## src/rtl/issue_split.sv

```systemverilog
// Dual-issue splitter: issues a two-slot bundle in one cycle, or over two
// cycles when slot1 reads the register slot0 writes (RAW inside the bundle).
package inst_package;
  localparam logic [5:0] Nop = 6'h3F;
endpackage

module issue_split
  import inst_package::*;
(
  input  logic          clk,
  input  logic          rstn,
  issue_split_if.slave  bus
);

  localparam logic [31:0] NOP_WORD = {Nop, 26'b0};

  typedef enum logic [0:0] {
    PASS   = 1'b0,
    SECOND = 1'b1
  } state_t;

  state_t      state_r;
  logic [31:0] hold_inst_r;
  logic [31:0] hold_pc_r;
  logic [31:0] issue0_inst_r;
  logic [31:0] issue1_inst_r;
  logic [31:0] issue0_pc_r;
  logic [31:0] issue1_pc_r;
  logic        issue0_valid_r;
  logic        issue1_valid_r;

  logic [31:0] slot0_s;
  logic [31:0] slot1_s;
  logic        real0_s;
  logic        real1_s;
  logic        hazard_s;
  logic [31:0] inst0_s;
  logic [31:0] inst1_s;
  logic [31:0] pc0_s;
  logic [31:0] pc1_s;
  logic        unused_pc_msb_s;

  assign unused_pc_msb_s = bus.bundle_pc[31];

  // Slot decode, bubble normalisation and intra-bundle RAW detection.
  always_comb begin
    slot0_s  = bus.bundle_in[63:32];
    slot1_s  = bus.bundle_in[31:0];
    real0_s  = (slot0_s[31:26] != Nop);
    real1_s  = (slot1_s[31:26] != Nop);
    hazard_s = real0_s && real1_s && (slot0_s[25:21] != 5'd0) &&
               ((slot0_s[25:21] == slot1_s[20:16]) ||
                (slot0_s[25:21] == slot1_s[15:11]));
    inst0_s  = real0_s ? slot0_s : NOP_WORD;
    inst1_s  = real1_s ? slot1_s : NOP_WORD;
    pc0_s    = real0_s ? {bus.bundle_pc[30:0], 1'b0} : 32'd0;
    pc1_s    = real1_s ? {bus.bundle_pc[30:0], 1'b1} : 32'd0;
  end

  // Issue FSM; branch beats stall, stall freezes everything.
  always_ff @(posedge clk) begin
    if (!rstn) begin
      state_r        <= PASS;
      hold_inst_r    <= NOP_WORD;
      hold_pc_r      <= 32'd0;
      issue0_inst_r  <= NOP_WORD;
      issue1_inst_r  <= NOP_WORD;
      issue0_pc_r    <= 32'd0;
      issue1_pc_r    <= 32'd0;
      issue0_valid_r <= 1'b0;
      issue1_valid_r <= 1'b0;
    end else if (bus.branch_flag) begin
      state_r        <= PASS;
      hold_inst_r    <= NOP_WORD;
      hold_pc_r      <= 32'd0;
      issue0_inst_r  <= NOP_WORD;
      issue1_inst_r  <= NOP_WORD;
      issue0_pc_r    <= 32'd0;
      issue1_pc_r    <= 32'd0;
      issue0_valid_r <= 1'b0;
      issue1_valid_r <= 1'b0;
    end else if (bus.stall_in) begin
      state_r        <= state_r;
    end else begin
      case (state_r)
        PASS: begin
          issue0_inst_r  <= inst0_s;
          issue0_pc_r    <= pc0_s;
          issue0_valid_r <= real0_s;
          if (hazard_s) begin
            state_r        <= SECOND;
            hold_inst_r    <= slot1_s;
            hold_pc_r      <= {bus.bundle_pc[30:0], 1'b1};
            issue1_inst_r  <= NOP_WORD;
            issue1_pc_r    <= 32'd0;
            issue1_valid_r <= 1'b0;
          end else begin
            state_r        <= PASS;
            issue1_inst_r  <= inst1_s;
            issue1_pc_r    <= pc1_s;
            issue1_valid_r <= real1_s;
          end
        end
        SECOND: begin
          state_r        <= PASS;
          issue0_inst_r  <= hold_inst_r;
          issue0_pc_r    <= hold_pc_r;
          issue0_valid_r <= 1'b1;
          issue1_inst_r  <= NOP_WORD;
          issue1_pc_r    <= 32'd0;
          issue1_valid_r <= 1'b0;
          hold_inst_r    <= NOP_WORD;
          hold_pc_r      <= 32'd0;
        end
        default: begin
          state_r        <= PASS;
          issue0_inst_r  <= NOP_WORD;
          issue1_inst_r  <= NOP_WORD;
          issue0_pc_r    <= 32'd0;
          issue1_pc_r    <= 32'd0;
          issue0_valid_r <= 1'b0;
          issue1_valid_r <= 1'b0;
        end
      endcase
    end
  end

  // Fetch must see only stall_in while reset is held, even if state is stale.
  assign bus.interlock    = ((state_r == SECOND) && rstn) || bus.stall_in;
  assign bus.issue0_inst  = issue0_inst_r;
  assign bus.issue1_inst  = issue1_inst_r;
  assign bus.issue0_pc    = issue0_pc_r;
  assign bus.issue1_pc    = issue1_pc_r;
  assign bus.issue0_valid = issue0_valid_r;
  assign bus.issue1_valid = issue1_valid_r;

endmodule

```

## src/rtl/issue_split_if.sv

```systemverilog
// Fetch-to-issue bundle interface: fetched bundle and control flowing in,
// split issue slots and the fetch interlock flowing out.
interface issue_split_if;
  logic [63:0] bundle_in;
  logic [31:0] bundle_pc;
  logic        branch_flag;
  logic        stall_in;
  logic        interlock;
  logic [31:0] issue0_inst;
  logic [31:0] issue1_inst;
  logic [31:0] issue0_pc;
  logic [31:0] issue1_pc;
  logic        issue0_valid;
  logic        issue1_valid;

  modport master (
    output bundle_in, bundle_pc, branch_flag, stall_in,
    input  interlock, issue0_inst, issue1_inst, issue0_pc, issue1_pc,
           issue0_valid, issue1_valid
  );

  modport slave (
    input  bundle_in, bundle_pc, branch_flag, stall_in,
    output interlock, issue0_inst, issue1_inst, issue0_pc, issue1_pc,
           issue0_valid, issue1_valid
  );
endinterface

```

## src/flat_wrapper.sv

```systemverilog
// flat-port wrapper written by rule: the top's interface ports become plain ports
module issue_split_flat import inst_package::*;
  (clk, rstn, bus_bundle_in, bus_bundle_pc, bus_branch_flag, bus_stall_in, bus_interlock, bus_issue0_inst, bus_issue1_inst, bus_issue0_pc, bus_issue1_pc, bus_issue0_valid, bus_issue1_valid);
  issue_split_if bus_i ();
  input  logic clk;
  input  logic rstn;
  input wire logic [$bits(bus_i.bundle_in)-1:0] bus_bundle_in;
  input wire logic [$bits(bus_i.bundle_pc)-1:0] bus_bundle_pc;
  input wire logic [$bits(bus_i.branch_flag)-1:0] bus_branch_flag;
  input wire logic [$bits(bus_i.stall_in)-1:0] bus_stall_in;
  output wire logic [$bits(bus_i.interlock)-1:0] bus_interlock;
  output wire logic [$bits(bus_i.issue0_inst)-1:0] bus_issue0_inst;
  output wire logic [$bits(bus_i.issue1_inst)-1:0] bus_issue1_inst;
  output wire logic [$bits(bus_i.issue0_pc)-1:0] bus_issue0_pc;
  output wire logic [$bits(bus_i.issue1_pc)-1:0] bus_issue1_pc;
  output wire logic [$bits(bus_i.issue0_valid)-1:0] bus_issue0_valid;
  output wire logic [$bits(bus_i.issue1_valid)-1:0] bus_issue1_valid;
  assign bus_i.bundle_in = bus_bundle_in;
  assign bus_i.bundle_pc = bus_bundle_pc;
  assign bus_i.branch_flag = bus_branch_flag;
  assign bus_i.stall_in = bus_stall_in;
  assign bus_interlock = bus_i.interlock;
  assign bus_issue0_inst = bus_i.issue0_inst;
  assign bus_issue1_inst = bus_i.issue1_inst;
  assign bus_issue0_pc = bus_i.issue0_pc;
  assign bus_issue1_pc = bus_i.issue1_pc;
  assign bus_issue0_valid = bus_i.issue0_valid;
  assign bus_issue1_valid = bus_i.issue1_valid;
  issue_split u_core (.clk(clk), .rstn(rstn), .bus(bus_i));
endmodule
```

## config.mk

```make
export PLATFORM = sky130hd
export DESIGN_NAME = issue_split_flat
export DESIGN_NICKNAME = d
export VERILOG_FILES = /design/src/rtl/issue_split.sv /design/src/rtl/issue_split_if.sv /design/src/flat_wrapper.sv
export SDC_FILE = /design/constraint.sdc
export NUM_CORES = 1
export LEC_CHECK = 0
export CORE_UTILIZATION = 48
export CTS_CLUSTER_DIAMETER = 50
export CTS_CLUSTER_SIZE = 28
export DETAILED_ROUTE_END_ITERATION = 10
export MAX_ROUTING_LAYER = met4
export PLACE_DENSITY = 0.87
export SLEW_MARGIN = 20
export SYNTH_ARGS = -nofsm -noshare
export SYNTH_HDL_FRONTEND = slang
export SYNTH_SLANG_ARGS = --single-unit
```

## constraint.sdc

```tcl
create_clock -name clk -period 2.2 [get_ports clk]
set_input_delay 0.44 -clock clk [delete_from_list [all_inputs] [get_ports clk]]
set_output_delay 0.44 -clock clk [all_outputs]
set_load 0.01 [all_outputs]
```

==> impl_metrics.yaml, run 1 <==
logic_synthesis:
  synth_xor_area_share_pct: 1.08
  netlist_instances: 857
  synth.area.mux_share_pct: 0.738
  avgSynthCellArea_sq_um: 9.50
  ys_async_sr_fraction_pct: 0
  synth_fa_ha_area_share_pct: 0
  synth_fp_nets: 957
  synth_ff_type: "dfxtp_1"
  synth_edf_count: 0
  synth_top_family_by_area: "compound AO/OA/AOI/OAI gates"
  synth-simple-area-share_pct: 18.1
  ys_ff_latch: 194
  syn-cell-area_sq_um: 8140
  yosys_warnings: 0
  post_synth_num_cell_types: 36
  yosysSeqAreaShare_pct: 47.7
  synth_compound_area_share_pct: 24.8
floorplanning:
  die_y_microns: 132
  row_count: 47
  chipWidth_microns: 132
  core_sq_um: 16600
  initial_core_util_pct: 49.1
  fp.dieArea_sq_um: 17500
  pin_count: 231
drt:
  drc: 0
  vias_per_cell: 5.86
  drtAntennaViolNets: 0
  first_pass_iters: 5
  wirelength_mm: 24.2
  drt_iter0_drc: 510
  vias: 7704
  wl_per_cell_microns: 18.4
critical_path:
  regToRegSetupSlack_ps: 490
  crit_fanout: 3
  critPathLaunchType: "primary input"
  cp-end-kind: "primary output"
  arrival_ps: 1710
  critical_path_class: "primary input to primary output"
  cp.required_ps: 1760
timing:
  setup_tns_ps: 0
  max_clock_freq_ghz: 0.466
  holdWs_ps: 480
  tightest_slew_ps: 546
  hold_viol_final: 0
  rsz0062_at_grt: "no"
  finalCritPeriodShare_pct: 97.5
  maxSlewViolCount: 0
  setup_slack_ps: 54.7
  finalSetupViolCount: 0
  slew_headroom_pct: 63.4
  skew_ps: 9.20
  finalCriticalPeriod_ps: 2150
pwr:
  comb_power_share_pct: 13.1
  p_seq_share_pct: 47.5
  power.density_nw_per_um2: 670
  p_sw_w: 0.00199
  p_int_w: 0.00573
  power_leakage_nw: 4.23
  clkPwrFrac_pct: 39.4
  switching_share_pct: 25.8
  max-vdd-ir-drop_mv: 0.539
global_routing:
  grt-ovfl-total: 0
  grt_usage_pct: 28.7
  grt_pass1_vias: 7650
  grt_pass1_wl_mm: 39.2
  antenna_found_initial: 1
  grt_max_degree: 85
cts:
  cts_sinks: 194
  clockBufferDepth: 2
  cts_root_buffer: "clkbuf_16"
  clock_latency_ps: 430
  htreeDepth: 4
  cts_buffers: 17
  clk_pin_slew_ps: 70
  cts_tree: "built"
placement:
  pre_cts_slack_ps: -401
  dpl.hpwl_mm: 15.9
  portBuffers: 229
  placedCellCount: 1281
  gp_congestion: 0.808
cells_and_area:
  regArea_sq_um: 3890
  layout.cells.non_filler: 1314
  syn_to_final_growth_pct: 41.7
  drive_gt1_share_pct: 13.9
  fill_cells: 1242
  multi_input_area_sq_um: 3710
  fin_nets: 1180
outcome:
  status: "complete, no violations"
min_path:
  hold_class: "flop to flop"
flow_run:
  drv_cap: 0
-- per-stage QoR --
step | util, % | area, sq um | total power (W)
finish | 69.6 | 11500 | 0.00773
global placement | 66.0 | 10900 | 0.00473
floorplan | - | 8140 | 0.00417
CTS | 69.5 | 11500 | 0.00776
global route | 69.6 | 11500 | 0.00800
detailed placement | 66.0 | 10900 | 0.00475
-- synth_stat cells, types with 12 or more instances --
| library cell | instances | share of area, % |
|---|---|---|
| clkbuf_1 | 63 | 2.9 |
| dfxtp_1 | 194 | 48 |
| nand3b_1 | 51 | 4.7 |
| nor3_1 | 61 | 3.8 |
| nor2_1 | 70 | 3.2 |
| a22o_1 | 57 | 6.1 |
| nand2_1 | 77 | 3.6 |
| inv_1 | 52 | 2.4 |
| a221oi_1 | 57 | 6.1 |
| o221ai_2 | 40 | 7.4 |
| or3_1 | 12 | 0.92 |
| o21ai_0 | 21 | 1.3 |
-- layout make-up --
cell class                      instances  share of cell area, %
Clock inverter                         15                   1.28
Sequential cell                       194                   33.7
Antenna cell                            1                 0.0217
Multi-Input combinational cell        525                   32.2
Tap cell                              220                   2.39
Inverter                               52                   1.69
Clock buffer                           17                   3.69
Timing Repair Buffer                  290                   25.1
-- critical path: stages --
cell,delay [ps]
clkdlybuf4s50_1,570
nand2_1,80
nand2_1,80
clkdlybuf4s50_1,540
-- cells in the final DEF, fill, tap and decap left out, types with 3 or more instances in the layout --
cell	count
a22o_1	57
nor2_1	68
nor3_1	61
dfxtp_1	193
o221ai_2	40
clkdlybuf4s50_1	228
a21oi_1	4
nand4_1	8
inv_1	51
nand3b_1	51
xnor2_1	10
a31oi_1	7
o21ai_0	21
inv_6	4
inv_8	4
nor2b_1	7
buf_4	49
or3_1	12
clkinv_2	3
mux2i_1	6
a2111oi_0	3
a221oi_1	57
nor2_4	4
o221ai_1	11
nand3_1	3
clkinvlp_4	3
o221a_2	5
nand2_1	77
clkbuf_16	17
buf_12	12
-- power by group through the flow --
stage | clock, W | sequential [W] | combinational (W)
floorplan | 0 | 0.00379 | 0.000383
global placement | 0 | 0.00375 | 0.000985
detailed placement | 0 | 0.00375 | 0.00100
CTS | 0.00309 | 0.00367 | 0.00101
global route | 0.00323 | 0.00368 | 0.00108
finish | 0.00305 | 0.00367 | 0.00101
-- worst paths after layout --
| path | from | cells past startpoint | endpoint |
|---|---|---|---|
| setup / recovery | rstn | 4 | bus_interlock |
| hold / removal | u_core.bus.issue0_inst[27] | 2 | u_core.bus.issue0_inst[27] |
| setup reg to reg | u_core.state_r | 5 | u_core.bus.issue0_pc[31] |
| hold reg to reg | u_core.bus.issue0_inst[27] | 2 | u_core.bus.issue0_inst[27] |
-- routing by layer --
metal  GRT usage [%]  routed length [microns]
met2            47.3                    11700
met1            34.7                    10100
met4            12.6                      791
met5               -                        0
met3            4.73                     1530
-- kinds of logic after synthesis --
kind of cell | Yosys count
mux | 6
buf+inv | 138
xor+xnor | 10
flops | 194
simple gates | 296
compound gates | 213
-- repair_timing --
action,4_1_cts,5_1_grt
hold endpoints to repair,0,0
setup endpoints to repair,0,9
resized for setup,0,5
buffers inserted,0,0
hold buffers,0,0
-- state kept, by name, summed over array words and instances, names as in the netlist --
signal                   count
u_core.bus.issue0_inst      32
u_core.bus.issue0_pc        32
u_core.bus.issue1_inst      32
u_core.bus.issue1_pc        32
u_core.hold_inst_r          32
u_core.hold_pc_r            32
u_core.bus.issue0_valid      1
u_core.state_r               1
Power figures use the tool's default switching activity.
==> inputs of run 2 (changes only) <==
Settings changed: SLEW_MARGIN 20 to unset.
==> results of run 2 <==
Final layout, timing and power as in run 1 (identical DEF).
==> inputs of run 3 (changes only) <==
Settings changed: CTS_CLUSTER_SIZE 28 to unset.
==> results of run 3 <==
Final layout, timing and power as in run 1 (identical DEF).
==> RTL change (config.mk and constraints of run 3) <==
Reset style: asynchronous (`rstn`), changed in one clocked block.
--- a/src/rtl/issue_split.sv
+++ b/src/rtl/issue_split.sv
@@ -58,7 +58,7 @@
   end
 
   // Issue FSM; branch beats stall, stall freezes everything.
-  always_ff @(posedge clk) begin
+  always_ff @(posedge clk or negedge rstn) begin
     if (!rstn) begin
       state_r        <= PASS;
       hold_inst_r    <= NOP_WORD;
Function: differs if rstn is asserted again (counterexample within 4 cycles, from zero or initial values and one cycle with rstn low); with rstn held inactive, the same outputs for 4 cycles.
==> RTL change against run 3 <==
Register-to-register slack got worse by 0.21 ns. Routed wire length fell by 2.9%. Global-route usage rose by 0.81 points. Setup slack got worse by 0.016 ns. Total power rose by 9.8%. Synthesized area fell by 4.5%. Sequential cell count did not move. Clock power rose by 8.9%. Design area fell by 2.1%. Critical endpoint is now u_core.hold_pc_r[8]. Largest power group unchanged.
==> RTL change: results <==
[outcome]
status = finished, final reports clean

[timing]
skew_ns = 0.007927
worstMarginPinSlew_ns = 1.185
hold_violations = 0
whs_ns = 0.1558
min_period_over_period_pct = 98.24

[grt]
antenna_found_initial = 0
grt_max_degree = 195
grt_usage_pct = 29.55
grt_pass1_vias = 6708
grt_pass1_wl_um = 36370

[synthesis]
synth_area_leaders = dfrtp_1 57%, a32o_1 7.3%, a22o_1 6.5%
ys_seq_area_share_pct = 62.71
synthesis.nets = 699
synthDistinctLibCells = 35
ys_top_cells_by_count = 176 x dfrtp_1, 58 x a22o_1, 57 x a32o_1, 48 x clkbuf_1, 34 x nor3_1
ys_warn_count = 0
ys_async_sr_fraction_pct = 100.0
synth_cells = 599

[drt]
drt-pass1-iter-count = 6
routedWlPerCell_um = 22.05
drt-initial-drc-count = 730
routed_via_density = 6.176

[clocking]
cts_buffers = 17
clk_latency_ns = 0.43

[place]
detailed_place_hpwl_um = 15730
pre_cts_ws_ns = -0.3234
placed_cells = 1032
place_congestion = 0.8857
placed_area_um2 = 10650

[final_layout]
n_antenna_cell = 0
instances_no_fill = 1064
layout-drive-gt1-share_pct = 13.56
num-nets-final = 935
fill_cells = 1033

[hold_path]
hold_class = primary input to async pin

[power]
p_leak_nw = 5.033
peakVddDrop_mv = 0.4797
p_sw_mw = 2.090

[critical_path]
worstPathArrival_ns = 2.46
ff2ff_setup_slack_ns = 0.28
critical_path_peak_fanout = 29
[RTL change: routing by layer]
metal / vias up / GRT usage [%] / share of wire, %
met5: - / - / 0
met1: 3318 / 35.71 / 39
li1: 2810 / - / -
met3: 50 / 7.102 / 8.6
met2: 393 / 48.01 / 50
met4: 0 / 11.42 / 2.9
[RTL change: layout make-up]
cell class	instances	area, um2	share of cell area (%)
clock inverter	14	197.7	1.749
clock buffer	18	439.2	3.886
inverter	31	116.4	1.030
timing repair buffer	278	2825	25.00
multi-input combinational	313	2575	22.79
tap	216	270.3	2.392
sequential	194	4877	43.16
[RTL change: final timing paths]
path / from / end / cells past startpoint
min in group clk: u_core.bus.issue0_pc[7] / u_core.bus.issue0_pc[7] / 2
max reg2reg: u_core.state_r / u_core.hold_pc_r[23] / 5
min reg2reg: u_core.bus.issue0_pc[7] / u_core.bus.issue0_pc[7] / 2
max: bus_bundle_in[53] / u_core.hold_pc_r[8] / 7
max in group asynchronous: rstn / u_core.hold_pc_r[25] / 2
min: rstn / u_core.bus.issue0_inst[17] / 2
[RTL change: what timing repair did]
action,in CTS,in global routing
resized for setup,0,3
buffers inserted,0,0
hold buffers,0,0
endpoints found under the setup margin,0,56
[RTL change: cell families after synthesis]
| logic type | Yosys count | share of synthesized area (%) |
|---|---|---|
| buf+inv | 92 | 4.810 |
| mux | 12 | 1.641 |
| compound gates | 195 | 22.99 |
| simple gates | 96 | 6.725 |
| flops | 194 | 62.71 |
| xor+xnor | 10 | 1.126 |
[RTL change: power by group through the flow]
stage | Sequential, mW | Combinational, mW | Clock [mW]
after floorplan | 3.99 | 0.384 | 0
after global placement | 3.93 | 1.23 | 0
after detailed placement | 3.94 | 1.27 | 0
after CTS | 3.88 | 1.28 | 3.36
after global routing | 3.90 | 1.36 | 3.52
final | 3.88 | 1.28 | 3.32
